$ cat src/rtl/uart_pkg.sv
// Shared definitions for the UART receive path: parity modes, receiver
// state encoding and the 3-sample majority vote helper.
package uart_pkg;

    localparam int PARITY_NONE = 0;
    localparam int PARITY_EVEN = 1;
    localparam int PARITY_ODD  = 2;

    typedef enum logic [2:0] {
        ST_IDLE   = 3'd0,
        ST_START  = 3'd1,
        ST_DATA   = 3'd2,
        ST_PARITY = 3'd3,
        ST_STOP   = 3'd4,
        ST_BREAK  = 3'd5
    } rx_state_e;

    // Majority of three line samples; a single-cycle glitch cannot flip it.
    function automatic logic maj3(input logic [2:0] s);
        return (s[0] & s[1]) | (s[0] & s[2]) | (s[1] & s[2]);
    endfunction

endpackage

$ cat src/rtl/uart_rx_fifo.sv
// Show-ahead FIFO for received words. The head entry is visible whenever the
// FIFO is non-empty; a push into a full FIFO is honoured only when the head is
// popped in the same cycle, otherwise the word is dropped and overrun pulses.
module uart_rx_fifo #(
    parameter int WIDTH = 10,
    parameter int DEPTH = 4
) (
    input  logic             clock,
    input  logic             reset,
    input  logic             push,
    input  logic [WIDTH-1:0] push_data,
    input  logic             pop_ready,
    output logic [WIDTH-1:0] head_data,
    output logic             head_valid,
    output logic             overrun
);

    localparam int AW = $clog2(DEPTH);
    localparam logic [AW:0] PTR_ONE = {{AW{1'b0}}, 1'b1};

    logic [AW:0]      wr_ptr_q, wr_ptr_d;
    logic [AW:0]      rd_ptr_q, rd_ptr_d;
    logic [WIDTH-1:0] mem_q [DEPTH];
    logic             empty_s, full_s, do_pop_s, do_push_s;

    // Pointer compare with wrap bit, handshake qualification and next pointers.
    always_comb begin
        empty_s   = (wr_ptr_q == rd_ptr_q);
        full_s    = (wr_ptr_q[AW] != rd_ptr_q[AW]) &&
                    (wr_ptr_q[AW-1:0] == rd_ptr_q[AW-1:0]);
        do_pop_s  = !empty_s && pop_ready;
        do_push_s = push && (!full_s || do_pop_s);
        overrun   = push && full_s && !do_pop_s;
        if (do_push_s) begin
            wr_ptr_d = wr_ptr_q + PTR_ONE;
        end else begin
            wr_ptr_d = wr_ptr_q;
        end
        if (do_pop_s) begin
            rd_ptr_d = rd_ptr_q + PTR_ONE;
        end else begin
            rd_ptr_d = rd_ptr_q;
        end
        head_valid = !empty_s;
        if (empty_s) begin
            head_data = {WIDTH{1'b0}};
        end else begin
            head_data = mem_q[rd_ptr_q[AW-1:0]];
        end
    end

    // Pointer and storage registers.
    always_ff @(posedge clock or posedge reset) begin
        if (reset) begin
            wr_ptr_q <= {(AW+1){1'b0}};
            rd_ptr_q <= {(AW+1){1'b0}};
            for (int i = 0; i < DEPTH; i++) begin
                mem_q[i] <= {WIDTH{1'b0}};
            end
        end else begin
            wr_ptr_q <= wr_ptr_d;
            rd_ptr_q <= rd_ptr_d;
            if (do_push_s) begin
                mem_q[wr_ptr_q[AW-1:0]] <= push_data;
            end
        end
    end

endmodule

$ cat src/rtl/uart_rx.sv
// UART receiver: 2-flop synchroniser, 3-sample majority vote at mid-bit,
// configurable data/parity/stop format, break detection and an output FIFO.
module uart_rx
    import uart_pkg::*;
#(
    parameter int CLOCKS_PER_BIT = 10,
    parameter int DATA_BITS      = 8,
    parameter int PARITY         = 0,
    parameter int STOP_BITS      = 1,
    parameter int FIFO_DEPTH     = 4
) (
    input  logic                 clock,
    input  logic                 reset,
    input  logic                 rx,
    output logic [DATA_BITS-1:0] rx_data,
    output logic                 rx_valid,
    input  logic                 rx_ready,
    output logic                 parity_err,
    output logic                 frame_err,
    output logic                 overrun,
    output logic                 break_det
);

    localparam int CW = $clog2(CLOCKS_PER_BIT);
    localparam int IW = $clog2(DATA_BITS);
    localparam int WW = DATA_BITS + 2;
    localparam logic [CW-1:0] HALF_LOAD = CW'(CLOCKS_PER_BIT / 2 - 1);
    localparam logic [CW-1:0] FULL_LOAD = CW'(CLOCKS_PER_BIT - 1);
    localparam logic [CW-1:0] CNT_ONE   = CW'(1);
    localparam logic [IW-1:0] LAST_BIT  = IW'(DATA_BITS - 1);
    localparam logic [IW-1:0] IDX_ONE   = IW'(1);
    localparam logic          LAST_STOP = (STOP_BITS == 2) ? 1'b1 : 1'b0;
    localparam logic          ODD_SEL   = (PARITY == PARITY_ODD) ? 1'b1 : 1'b0;

    rx_state_e            state_q, state_d;
    logic [1:0]           sync_q, sync_d;
    logic [1:0]           hist_q, hist_d;
    logic [CW-1:0]        cnt_q, cnt_d;
    logic [IW-1:0]        bit_idx_q, bit_idx_d;
    logic                 stop_idx_q, stop_idx_d;
    logic [DATA_BITS-1:0] shift_q, shift_d;
    logic                 par_err_q, par_err_d;
    logic                 frm_err_q, frm_err_d;
    logic                 brk_ok_q, brk_ok_d;
    logic                 push_q, push_d;
    logic [WW-1:0]        word_q, word_d;
    logic                 break_q, break_d;
    logic                 rxs_s, vote_s, tick_s;
    logic [WW-1:0]        head_s;

    // Synchroniser, sample history and mid-bit vote.
    always_comb begin
        rxs_s  = sync_q[1];
        sync_d = {sync_q[0], rx};
        hist_d = {hist_q[0], rxs_s};
        vote_s = maj3({hist_q, rxs_s});
        tick_s = (cnt_q == {CW{1'b0}});
    end

    // Frame FSM: next state, bit timing, data assembly and error flags.
    always_comb begin
        state_d    = state_q;
        cnt_d      = cnt_q;
        bit_idx_d  = bit_idx_q;
        stop_idx_d = stop_idx_q;
        shift_d    = shift_q;
        par_err_d  = par_err_q;
        frm_err_d  = frm_err_q;
        brk_ok_d   = brk_ok_q;
        push_d     = 1'b0;
        word_d     = word_q;
        break_d    = 1'b0;
        case (state_q)
            ST_IDLE: begin
                if (!rxs_s) begin
                    state_d = ST_START;
                    cnt_d   = HALF_LOAD;
                end else begin
                    state_d = ST_IDLE;
                end
            end
            ST_START: begin
                if (!tick_s) begin
                    cnt_d = cnt_q - CNT_ONE;
                end else if (vote_s) begin
                    state_d = ST_IDLE;
                end else begin
                    state_d   = ST_DATA;
                    cnt_d     = FULL_LOAD;
                    bit_idx_d = {IW{1'b0}};
                    par_err_d = 1'b0;
                    frm_err_d = 1'b0;
                    brk_ok_d  = 1'b1;
                end
            end
            ST_DATA: begin
                if (!tick_s) begin
                    cnt_d = cnt_q - CNT_ONE;
                end else begin
                    cnt_d   = FULL_LOAD;
                    shift_d = {vote_s, shift_q[DATA_BITS-1:1]};
                    if (bit_idx_q == LAST_BIT) begin
                        stop_idx_d = 1'b0;
                        if (PARITY != PARITY_NONE) begin
                            state_d = ST_PARITY;
                        end else begin
                            state_d = ST_STOP;
                        end
                    end else begin
                        bit_idx_d = bit_idx_q + IDX_ONE;
                    end
                end
            end
            ST_PARITY: begin
                if (!tick_s) begin
                    cnt_d = cnt_q - CNT_ONE;
                end else begin
                    cnt_d     = FULL_LOAD;
                    state_d   = ST_STOP;
                    par_err_d = (vote_s != ((^shift_q) ^ ODD_SEL));
                    brk_ok_d  = brk_ok_q & ~vote_s;
                end
            end
            ST_STOP: begin
                if (!tick_s) begin
                    cnt_d = cnt_q - CNT_ONE;
                end else if (stop_idx_q == LAST_STOP) begin
                    cnt_d = FULL_LOAD;
                    if ((shift_q == {DATA_BITS{1'b0}}) && brk_ok_q && !vote_s) begin
                        break_d = 1'b1;
                        state_d = ST_BREAK;
                    end else begin
                        push_d  = 1'b1;
                        word_d  = {par_err_q, frm_err_q | ~vote_s, shift_q};
                        state_d = ST_IDLE;
                    end
                end else begin
                    cnt_d      = FULL_LOAD;
                    stop_idx_d = 1'b1;
                    frm_err_d  = frm_err_q | ~vote_s;
                    brk_ok_d   = brk_ok_q & ~vote_s;
                end
            end
            ST_BREAK: begin
                if (rxs_s) begin
                    state_d = ST_IDLE;
                end else begin
                    state_d = ST_BREAK;
                end
            end
            default: begin
                state_d = ST_IDLE;
            end
        endcase
    end

    // State and datapath registers; line history resets to idle-high.
    always_ff @(posedge clock or posedge reset) begin
        if (reset) begin
            state_q    <= ST_IDLE;
            sync_q     <= 2'b11;
            hist_q     <= 2'b11;
            cnt_q      <= {CW{1'b0}};
            bit_idx_q  <= {IW{1'b0}};
            stop_idx_q <= 1'b0;
            shift_q    <= {DATA_BITS{1'b0}};
            par_err_q  <= 1'b0;
            frm_err_q  <= 1'b0;
            brk_ok_q   <= 1'b0;
            push_q     <= 1'b0;
            word_q     <= {WW{1'b0}};
            break_q    <= 1'b0;
        end else begin
            state_q    <= state_d;
            sync_q     <= sync_d;
            hist_q     <= hist_d;
            cnt_q      <= cnt_d;
            bit_idx_q  <= bit_idx_d;
            stop_idx_q <= stop_idx_d;
            shift_q    <= shift_d;
            par_err_q  <= par_err_d;
            frm_err_q  <= frm_err_d;
            brk_ok_q   <= brk_ok_d;
            push_q     <= push_d;
            word_q     <= word_d;
            break_q    <= break_d;
        end
    end

    uart_rx_fifo #(
        .WIDTH (WW),
        .DEPTH (FIFO_DEPTH)
    ) u_fifo (
        .clock      (clock),
        .reset      (reset),
        .push       (push_q),
        .push_data  (word_q),
        .pop_ready  (rx_ready),
        .head_data  (head_s),
        .head_valid (rx_valid),
        .overrun    (overrun)
    );

    // Split the head word into its data and error fields.
    always_comb begin
        rx_data    = head_s[DATA_BITS-1:0];
        frame_err  = head_s[DATA_BITS];
        parity_err = head_s[DATA_BITS+1];
        break_det  = break_q;
    end

endmodule

$ cat config.mk
export PLATFORM = sky130hd
export DESIGN_NAME = uart_rx
export DESIGN_NICKNAME = d
export VERILOG_FILES = /design/src/rtl/uart_pkg.sv /design/src/rtl/uart_rx_fifo.sv /design/src/rtl/uart_rx.sv
export SDC_FILE = /design/constraint.sdc
export NUM_CORES = 1
export LEC_CHECK = 0
export ABC_CLOCK_PERIOD_IN_PS = 2640
export BUFFER_PORTS_ARGS = -buffer_cell sky130_fd_sc_hd__buf_2
export CAP_MARGIN = 20
export CELL_PAD_IN_SITES_DETAIL_PLACEMENT = 0
export CELL_PAD_IN_SITES_GLOBAL_PLACEMENT = 2
export CORE_AREA = 5 5 88 131
export CTS_CLUSTER_SIZE = 40
export DETAILED_ROUTE_END_ITERATION = 7
export DIE_AREA = 0 0 93 136
export PLACE_DENSITY = 0.77
export SYNTH_ARGS = -nofsm -noshare
export SYNTH_HDL_FRONTEND = slang
export SYNTH_SLANG_ARGS = --single-unit
$ cat constraint.sdc
create_clock -name clock -period 2.64 [get_ports clock]
set_input_delay 0.66 -clock clock [delete_from_list [all_inputs] [get_ports clock]]
set_output_delay 0.66 -clock clock [all_outputs]
set_load 0.005 [all_outputs]
==> results of run 1 <==
[what timing repair did]
action	in CTS	in global routing
endpoints found under the setup margin	10	10
hold endpoints to repair	0	0
resized for setup	1	2
[critical path, stage by stage, from the launching register on]
cell	delay [ns]
dfrtp_1	0.36
buf_4	0.29
mux4_2	0.55
and2_1	0.16
buf_2	0.12
[layout make-up]
type / instances / area, sq um / share of cell area, %
Sequential cell: 83 / 2080 / 46.3
Multi-Input combinational cell: 183 / 1710 / 38.1
Clock buffer: 10 / 229 / 5.10
Tap cell: 120 / 150 / 3.34
Timing Repair Buffer: 22 / 138 / 3.06
Clock inverter: 6 / 114 / 2.53
Inverter: 17 / 67.6 / 1.50
[cells in the mapped netlist, types with 2 or more instances]
library cell	n	area [sq um]
xor2_1	2	17.5
nor2b_1	2	12.5
xnor2_1	11	96.3
nand2_1	15	56.3
buf_2	2	10.0
nand2_2	4	25.0
o21ai_0	14	70.1
nor3b_1	2	15.0
nor3b_2	2	25.0
inv_1	17	63.8
mux4_2	10	225
nand3_1	6	30.0
mux2_2	52	586
a22o_1	3	26.3
clkbuf_1	4	15.0
and2_1	10	62.6
ha_1	12	150
a21oi_1	3	15.0
nand2b_1	2	12.5
a21o_1	2	15.0
nor2_1	10	37.5
dfstp_2	4	105
dfrtp_1	79	1980
o2bb2ai_1	2	17.5
[sequential cells by signal, summed over array words and instances (netlist names)]
register and flops:
cnt_q 4, state_q 3, bit_idx_q 3, push_q 1, frm_err_q 1, hist_q 2, sync_q 2, u_fifo.mem_q 40
u_fifo.rd_ptr_q 3, break_det 1, shift_q 8, par_err_q 1, u_fifo.wr_ptr_q 3, word_q 10, brk_ok_q 1
[routing by layer]
| layer | global-route usage [%] | up-vias |
|---|---|---|
| met2 | 21.8 | 20 |
| met1 | 15.7 | 1155 |
| met5 | 0 | - |
| met3 | 3.32 | 10 |
| met4 | 5.79 | 0 |
| li1 | - | 1085 |
[path summary, 6_finish.rpt]
check	start	to	slack (ns)	cells past startpoint
min	sync_q[0]$_DFF_PP1_	sync_q[1]$_DFF_PP1_	0.36	0
max	u_fifo.rd_ptr_q[0]$_DFFE_PP0P_	frame_err	0.17	4
min reg2reg	sync_q[0]$_DFF_PP1_	sync_q[1]$_DFF_PP1_	0.36	0
max reg2reg	cnt_q[0]$_DFFE_PP0P_	cnt_q[0]$_DFFE_PP0P_	0.52	5
max in group asynchronous	reset	u_fifo.mem_q[36]$_DFFE_PP0P_	1.84	3
min in group asynchronous	reset	u_fifo.mem_q[14]$_DFFE_PP0P_	0.43	3
[power breakdown]
| part | internal (mW) | switching (mW) |
|---|---|---|
| combinational | 0.442 | 0.540 |
| clock | 0.926 | 0.497 |
| sequential | 1.41 | 0.154 |
[placed cells by master, fill, tap and decap left out, types with 4 or more instances in the layout]
| cell type | n |
|---|---|
| and2_1 | 10 |
| buf_2 | 16 |
| buf_4 | 5 |
| clkbuf_16 | 9 |
| dfrtp_1 | 79 |
| dfstp_2 | 4 |
| ha_1 | 12 |
| inv_1 | 16 |
| mux2_2 | 52 |
| mux4_2 | 10 |
| nand2_1 | 15 |
| nand2_2 | 4 |
| nand3_1 | 5 |
| nor2_1 | 10 |
| o21ai_0 | 14 |
| xnor2_1 | 10 |
[metrics by stage]
step | std cells | cell area (sq um) | setup WS, ns | utilization, %
finish | 441 | 4490 | 0.168 | 43.4
global route | 441 | 4490 | 0.0749 | 43.4
CTS | 441 | 4480 | 0.0897 | 43.2
detailed placement | 425 | 4130 | 0.301 | 39.9
global placement | 425 | 4130 | 0.358 | 39.9
floorplan | 293 | 3890 | 0.597 | -
[cells by family after synthesis]
logic type	Yosys count	share of synthesized area (%)
DFF	83	53.5
adders and majority gates	13	4.15
AOI/OAI and AO/OA	37	7.30
muxes	63	21.1
and+or+nand+nor	57	8.04
xor gates and xnor gates	13	2.93
buffers and inverters	27	2.99
==> reports/results.tsv, run 1 <==
stage	metric	value	unit
global_route	largest net degree at the start of global routing	84	
die	Core Footprint	10400	sq um
synth	Synth Flop Type	dfrtp_1	
power	Leak	2.13	nW
sta	Max Slew Vio Count	0	
sta	hold slack	0.357	ns
routing	first drt pass iteration count	4	
sta	highest clock rate	405	MHz
die	num ports	17	
synth	Syn Inst Count	293	
synth	number of synthesized flops with an enable pin	0	
global_route	vias in the first global route	2476	
sta	Final setup viols	0	
setup_path	Critical Path Start Type	register	
cts	CTS tree	done	
synth	Mapped Area	3890	sq um
synth	sequential fraction of the synthesis area	53.5	%
cts	hold_buf cts	0	
placement	GPL Wtd Cong	0.735	
worst_hold_path	hold crit path type	register to register	
sta	Worst-Margin Slew	0.812	ns
cts	H-tree depth	3	
synth	syn nets	309	
cells_and_area	synth-to-layout area growth	15.5	%
synth	synth unique cells	47	
routing	via count	2270	
outcome	status	finished clean	
cells_and_area	layout cell share with drive strength beyond 1	36.4	%
die	die area	12600	sq um
cts	clk_lat worst skew	0.33	ns
routing	met2 WL	3830	microns
synth	asr flop ratio synth	100	%
routing	met1 WL	3070	microns
routing	Top Metal Used	met4	
global_route	first-pass GRT wire length	12500	microns
power	power density cells	883	nW/um^2
routing	Antenna Violating Nets Remaining	0	
setup_path	Arr. time, crit path	1.81	ns
setup_path	Worst Setup End Kind	output pin	
cts	clk slew on worst S/H paths	0.06	ns
power	maximum vdd drop	0.000407	V
setup_path	Critical Path RT	1.98	ns
synth	Syn. warnings	0	
routing	met3 routed WL	157	microns
setup_path	Setup CP Type	register to output pin	
cts	Max clock buf depth	2	
global_route	Total Routing Usage GR	13.0	%
cells_and_area	fillers	971	
routing	vias per inst	5.15	
die	Rows	46	
routing	initial drt markers	87	
cells_and_area	fin nets	332	
routing	drt drc	0	
sta	fin crit period	2.47	ns
power	overall power	3.97	mW
cells_and_area	Inserted Diodes	0	
cts	clock sinks	83	
die	Die Ht	136	microns
sta	skew final	0.00637	ns
sta	RSZ-0062 raised after global routing	no	
global_route	initial antenna violation count	0	
synth	Synth Register Bits	83	
cts	setup bufs post-CTS	0	
synth	Avg Cell Area, Syn	13.3	sq um
placement	Port Buffer Count	16	
cts	root buf cell	clkbuf_16	
cts	TritonCTS Buffers	9	
sta	Fin. Hold Viols	0	
sta	setup_tns	0	ns
sta	Tcrit/Tclk final	93.6	%
setup_path	crit path max fanout	12	
placement	Final HPWL DP	4820	microns
die	die width	93	microns
global_route	Congestion Overflow GR	0	
die	Initial Utilization	37.6	%
routing	drt total wl	7200	microns
routing	average wire per standard cell	16.3	microns
sta	relative slew slack	45.3	%
flow_run	max-cap viol count	0	
Power figures use the tool's default switching activity.
==> run 2, diff against run 1 <==
REMOVE_ABC_BUFFERS = 1   (was default)
==> run 2 against run 1 <==
Against the previous run: register-to-register slack better by 0.06 ns; first-iteration DRC count down 39%; die area unchanged; utilization up 0.13 points; via count up 0.57%; global-route usage down 0.43 points; final cell count up 0.91%; largest power group unchanged; highest routed layer unchanged; critical endpoint is now rx_data[3].
==> reports/results.tsv, run 2 (synthesis gave the netlist of run 1 again) <==
stage	metric	value	unit
cells_and_area	Inserted Diodes	0	
worst_hold_path	hold crit path type	input pin to async pin	
routing	via count	2283	
cts	H-tree depth	3	
cells_and_area	highest-count cells in the layout ignoring fill and taps	78 x dfrtp_1, 52 x mux2_2, 16 x inv_1, 16 x buf_2, 15 x nand2_1	
routing	drt total wl	7100	microns
die	Die Ht	136	microns
routing	average wire per standard cell	16.0	microns
cts	clk slew on worst S/H paths	0.06	ns
setup_path	cells on worst reg2reg path	5	
die	Core Footprint	10400	sq um
sta	Worst-Margin Slew	0.503	ns
die	die area	12600	sq um
sta	Tcrit/Tclk final	94.0	%
setup_path	reg-to-reg endpoint	cnt_q[0]$_DFFE_PP0P_	
cells_and_area	Biggest register	u_fifo.mem_q	
sta	final worst slack	0.157	ns
cts	clk_lat worst skew	0.34	ns
setup_path	slowest stage delay, CP	0.51	ns
die	die width	93	microns
setup_path	Critical Path Start Type	register	
die	Initial Utilization	37.6	%
cells_and_area	fillers	973	
cts	setup bufs post-CTS	0	
routing	drt drc	0	
power	power density cells	872	nW/um^2
setup_path	Crit. Startpoint	u_fifo.rd_ptr_q[0]$_DFFE_PP0P_	
global_route	initial antenna violation count	0	
sta	Fin. Hold Viols	0	
power	maximum vdd drop	0.000416	V
setup_path	Worst Setup End Kind	output pin	
cts	hold_buf cts	0	
cells_and_area	commonest non-fill, non-tap cell in the layout	dfrtp_1	
placement	Final HPWL DP	5000	microns
sta	RSZ-0062 raised after global routing	no	
placement	worst slack, placed	0.289	ns
sta	Max Slew Vio Count	0	
power	Leak	2.15	nW
die	num ports	17	
setup_path	register-to-register setup slack	0.58	ns
global_route	vias in the first global route	2399	
placement	Port Buffer Count	16	
setup_path	crit path max fanout	6	
cells_and_area	register area	2080	sq um
setup_path	CP Capture Point	rx_data[3]	
sta	skew final	0.00691	ns
global_route	first-pass GRT wire length	12200	microns
flow_run	max-cap viol count	0	
routing	first drt pass iteration count	4	
cts	clock sinks	83	
cells_and_area	biggest regs	u_fifo.mem_q (40), word_q (10), shift_q (8)	
routing	initial drt markers	53	
cells_and_area	area of the multi-input gates	1710	sq um
global_route	largest net degree at the start of global routing	40	
cts	Max clock buf depth	2	
outcome	status	finished clean	
global_route	Total Routing Usage GR	12.6	%
cells_and_area	fin nets	336	
setup_path	cell chain of the critical path	buf_4, mux4_2, and2_1, buf_2	
cts	TritonCTS Buffers	9	
setup_path	slowest CP cell	mux4_2	
routing	vias per inst	5.13	
setup_path	Arr. time, crit path	1.82	ns
cts	CTS tree	done	
die	Rows	46	
sta	Final setup viols	0	
sta	relative slew slack	66.4	%
cells_and_area	synth-to-layout area growth	15.8	%
cells_and_area	Finished Core Util	43.5	%
sta	highest clock rate	403	MHz
routing	Antenna Violating Nets Remaining	0	
global_route	Congestion Overflow GR	0	
cells_and_area	max FFs per register	40	
setup_path	Setup CP Type	register to output pin	
cts	root buf cell	clkbuf_16	
cells_and_area	layout cell share with drive strength beyond 1	37.8	%
placement	GPL Wtd Cong	0.699	
setup_path	Crit Reg-Reg Startpoint	cnt_q[0]$_DFFE_PP0P_	
setup_path	Critical Path RT	1.98	ns
sta	fin crit period	2.48	ns
-- run 2: cell count changes in the layout (fill, tap and decap cells not counted), sizes merged --
cell,before,now
buf,22,26
bufinv,3,2
clkinv,1,3
clkinvlp,3,2
-- run 2: what timing repair did --
action	4_1_cts	5_1_grt
hold endpoints to repair	0	0
endpoints found under the setup margin	10	10
gates resized for setup	1	3
-- run 2: final cells by class --
| cell class | instances | share of cell area, % |
|---|---|---|
| sequential | 83 | 46.2 |
| multi-input combinational | 183 | 38.0 |
| clock buffer | 10 | 5.30 |
| timing repair buffer | 26 | 3.72 |
| tap | 120 | 3.33 |
| clock inverter | 6 | 1.97 |
| inverter | 17 | 1.44 |
-- run 2: report_power, final --
group | switching (mW) | internal [mW] | leakage, nW | total [mW]
registers | 0.173 | 1.41 | 1.12 | 1.58
logic | 0.521 | 0.470 | 0.877 | 0.991
clock network | 0.504 | 0.853 | 0.155 | 1.36
-- run 2: worst min path at each step --
stage / start / endpoint / depth (start not counted)
final: reset / u_fifo.mem_q[23]$_DFFE_PP0P_ / 2
after global routing: sync_q[0]$_DFF_PP1_ / sync_q[1]$_DFF_PP1_ / 0
after CTS: reset / state_q[0]$_DFFE_PP0P_ / 2
after detailed placement: sync_q[0]$_DFF_PP1_ / sync_q[1]$_DFF_PP1_ / 0
after global placement: sync_q[0]$_DFF_PP1_ / sync_q[1]$_DFF_PP1_ / 0
after floorplan: sync_q[0]$_DFF_PP1_ / sync_q[1]$_DFF_PP1_ / 0
-- run 2: per-stage QoR --
step / hold slack [ns] / instances / setup TNS, ns / area, sq um / power [mW]
3_3_place_gp: 0.346 / 429 / 0 / 4160 / 2.57
4_1_cts: 0.344 / 445 / 0 / 4490 / 3.98
2_1_floorplan: 0.345 / 283 / -11.86 / 3840 / 2.28
5_1_grt: 0.360 / 445 / 0 / 4510 / 4.18
3_5_place_dp: 0.347 / 429 / 0 / 4160 / 2.59
6_report: 0.335 / 445 / 0 / 4510 / 3.93
-- run 2: critical path: cells and delay by family (launching register included) --
kind	cells	cell delay [ns]
buffers and inverters	2	0.34
AND/OR/NAND/NOR	1	0.16
multiplexers	1	0.51
flip-flops	1	0.47
-- run 2: routing by layer --
layer	GRT usage, %	share of wire [%]	vias up
met3	3.32	3.1	9
li1	-	-	1099
met4	5.87	2.0	0
met2	21.1	51	21
met5	0	0	-
met1	15.0	44	1154
==> run 3, diff against run 2 <==
ABC_AREA = 1   (was default)
CORE_AREA = 5 5 97 145   (was 5 5 88 131)
DIE_AREA = 0 0 102 150   (was 0 0 93 136)
PLACE_DENSITY = 0.79   (was 0.77)
SETUP_SLACK_MARGIN = 0.02   (was default)
==> run 3 against run 2 <==
Against the previous run: via count increased by 50%; die area increased by 21%; combinational power increased by 78%; first-iteration DRC count increased by 120%; final area increased by 5.5%; sequential share of layout area decreased by 2.4 points; largest cell class unchanged; worst setup slack improved by 0.061 ns; synthesized area increased by 8.5%; highest routed layer unchanged; critical endpoint is now frame_err; sequential power about the same; clock-buffer cell count increased by 2; synthesized cell count increased by 81%; utilization decreased by 6.1 points.
==> reports/results.tsv, run 3 <==
stage	metric	value	unit
cells_and_area	register area	2080	sq um
routing	via count	3426	
die	die area	15300	sq um
setup_path	register-to-register setup slack	0.63	ns
synth	Synth Flop Type	dfrtp_1	
synth	Yosys top cell area share	46.8	%
setup_path	Worst Setup End Kind	output pin	
cells_and_area	highest-count cells in the layout ignoring fill and taps	181 x nand2_1, 78 x dfrtp_1, 44 x nand4_1, 41 x inv_1, 36 x nor2_1	
cells_and_area	max FFs per register	40	
setup_path	slowest CP cell	dfrtp_2	
cts	clk slew on worst S/H paths	0.06	ns
cts	clk_lat worst skew	0.33	ns
worst_hold_path	hold crit path type	input pin to async pin	
sta	final worst slack	0.218	ns
cts	Max clock buf depth	2	
setup_path	crit path buf inv count	3	
die	Initial Utilization	33.2	%
cts	root buf cell	clkbuf_16	
die	Rows	51	
die	Die Ht	150	microns
power	overall power	4.61	mW
cells_and_area	commonest non-fill, non-tap cell in the layout	nand2_1	
routing	average wire per standard cell	13.9	microns
placement	Final HPWL DP	6860	microns
synth	synth top area cells	dfrtp_1 47%, nand2_1 16%, nand4_1 6.5%, inv_1 3.7%, ha_1 3.6%	
synth	Syn Inst Count	529	
flow_run	max-cap viol count	0	
routing	initial drt markers	116	
setup_path	Critical Path RT	1.98	ns
cells_and_area	Inserted Diodes	0	
cells_and_area	Layout Cells excl Fill	705	
sta	fin crit period	2.42	ns
cells_and_area	synth-to-layout area growth	12.7	%
setup_path	Worst path most repeated cell	nand2_1	
cts	clock sinks	83	
placement	worst slack, placed	0.239	ns
global_route	initial antenna violation count	0	
cells_and_area	fillers	1351	
global_route	largest net degree at the start of global routing	70	
cts	CTS tree	done	
power	maximum vdd drop	0.000362	V
sta	hold slack	0.259	ns
placement	number of placed instances, taps included	689	
synth	most common cell in the netlist	nand2_1	
die	die width	102	microns
die	Core Footprint	12700	sq um
routing	drt total wl	9820	microns
global_route	Total Routing Usage GR	14.0	%
synth	Syn. warnings	0	
power	Leak	2.48	nW
sta	highest clock rate	413	MHz
cts	TritonCTS Buffers	9	
synth	Mapped Area	4220	sq um
sta	Tcrit/Tclk final	91.8	%
setup_path	crit path max fanout	14	
synth	asr flop ratio synth	100	%
synth	synth unique cells	29	
setup_path	cell chain of the critical path	inv_1, nand2_1, nand2_1, nor2_2, nand2_2, nand2_1, inv_1, buf_2	
synth	post-synth top area cell	dfrtp_1	
sta	Worst-Margin Slew	0.652	ns
sta	Max Slew Vio Count	0	
global_route	vias in the first global route	3485	
synth	Avg Cell Area, Syn	7.98	sq um
placement	GPL Wtd Cong	0.778	
global_route	first-pass GRT wire length	17000	microns
cts	hold_buf cts	0	
synth	synth cell count leaders	182 x nand2_1, 79 x dfrtp_1, 44 x nand4_1	
outcome	status	finished clean	
synth	sequential fraction of the synthesis area	49.3	%
routing	vias per inst	4.86	
synth	Synth Register Bits	83	
routing	Antenna Violating Nets Remaining	0	
placement	Port Buffer Count	16	
synth	number of synthesized flops with an enable pin	0	
setup_path	Arr. time, crit path	1.76	ns
die	num ports	17	
setup_path	Critical Path Start Type	register	
sta	relative slew slack	56.4	%
sta	skew final	0.00915	ns
setup_path	CP delay by family, top	simple AND/OR/NAND/NOR gates	
sta	RSZ-0062 raised after global routing	no	
cells_and_area	biggest regs	u_fifo.mem_q (40), word_q (10), shift_q (8)	
cells_and_area	fin nets	557	
setup_path	Setup CP Type	register to output pin	
power	power density cells	969	nW/um^2
cells_and_area	area of the multi-input gates	1820	sq um
sta	Fin. Hold Viols	0	
routing	first drt pass iteration count	4	
global_route	Congestion Overflow GR	0	
cells_and_area	Biggest register	u_fifo.mem_q	
cells_and_area	layout cell share with drive strength beyond 1	13.2	%
sta	Final setup viols	0	
routing	drt drc	0	
cts	H-tree depth	3	
cts	setup bufs post-CTS	0	
setup_path	slowest stage delay, CP	0.53	ns
## run 3: changes by cell type in the layout (fill, tap and decap cells not counted), sizes merged, moves of 9 or more
| cell | change |
|---|---|
| o21ai | +30 |
| nor2 | +30 |
| nand3 | +17 |
| o22ai | +9 |
| nand4 | +44 |
| and2 | -9 |
| mux2 | -52 |
| xnor2 | -10 |
| mux4 | -10 |
| inv | +34 |
| nand2 | +168 |
## run 3: worst register-to-register path, stage by stage (launching register included)
cell and delay [ns]:
dfrtp_2 0.52, inv_1 0.12, nand2_1 0.05, nand2_1 0.07, nor2_2 0.06, nand2_2 0.07, buf_4 0.25, nand3_1 0.49
nand2_1 0.20, nand2_1 0.06
## run 3: kinds of logic (layout without fill, tap and decap cells)
family	after synthesis	after routing	synth area share (%)
and+or+nand+nor	297	297	31.5
xor gates and xnor gates	3	3	0.623
adders and majority gates	12	12	3.56
AOI/OAI and AO/OA	58	58	7.32
DFF	83	83	49.3
buffers and inverters	76	93	7.68
## run 3: final cells by class
type                    instances  area share, %
well taps                     159           4.18
multi-input cells             370           38.2
clock buffers                  12           5.18
flip-flops and latches         83           43.8
inverters                      51           4.05
clock inverters                 4           1.05
repair buffers                 26           3.53
## run 3: worst paths after layout
path                       cells after the start                            from                              to
setup / recovery                               8  u_fifo.rd_ptr_q[1]$_DFFE_PP0P_                       frame_err
hold reg to reg                                0             sync_q[0]$_DFF_PP1_             sync_q[1]$_DFF_PP1_
min in group clock                             0             sync_q[0]$_DFF_PP1_             sync_q[1]$_DFF_PP1_
hold / removal                                 2                           reset        bit_idx_q[0]$_DFFE_PP0P_
setup reg to reg                               9  u_fifo.rd_ptr_q[1]$_DFFE_PP0P_     u_fifo.mem_q[2]$_DFFE_PP0P_
max in group asynchronous                      3                           reset  u_fifo.rd_ptr_q[1]$_DFFE_PP0P_
## run 3: repair_timing
action / 4_1_cts / 5_1_grt
gates resized for setup: 1 / 1
endpoints found under the hold margin: 0 / 0
setup endpoints to repair: 11 / 11
## run 3: power by group
group          total (mW)  internal, mW  leakage, nW  switching [mW]
clock                1.25         0.758        0.139           0.492
sequential           1.60          1.43         1.12           0.178
combinational        1.76         0.599         1.22            1.16
## run 3: metrics by stage
stage / TNS, ns / cell area, sq um / utilization, %
2_1_floorplan: -11.86 / 4090 / -
3_3_place_gp: 0 / 4460 / 35.1
3_5_place_dp: 0 / 4460 / 35.1
4_1_cts: 0 / 4750 / 37.4
5_1_grt: 0 / 4760 / 37.5
6_report: 0 / 4760 / 37.5
## run 3: routing by layer
metal	vias to the layer above	track usage, %	share of wire (%)
met5	-	0	0
met4	0	5.52	1.7
met3	12	2.24	3.0
met2	50	25.1	53
met1	1612	16.4	43
li1	1752	-	-
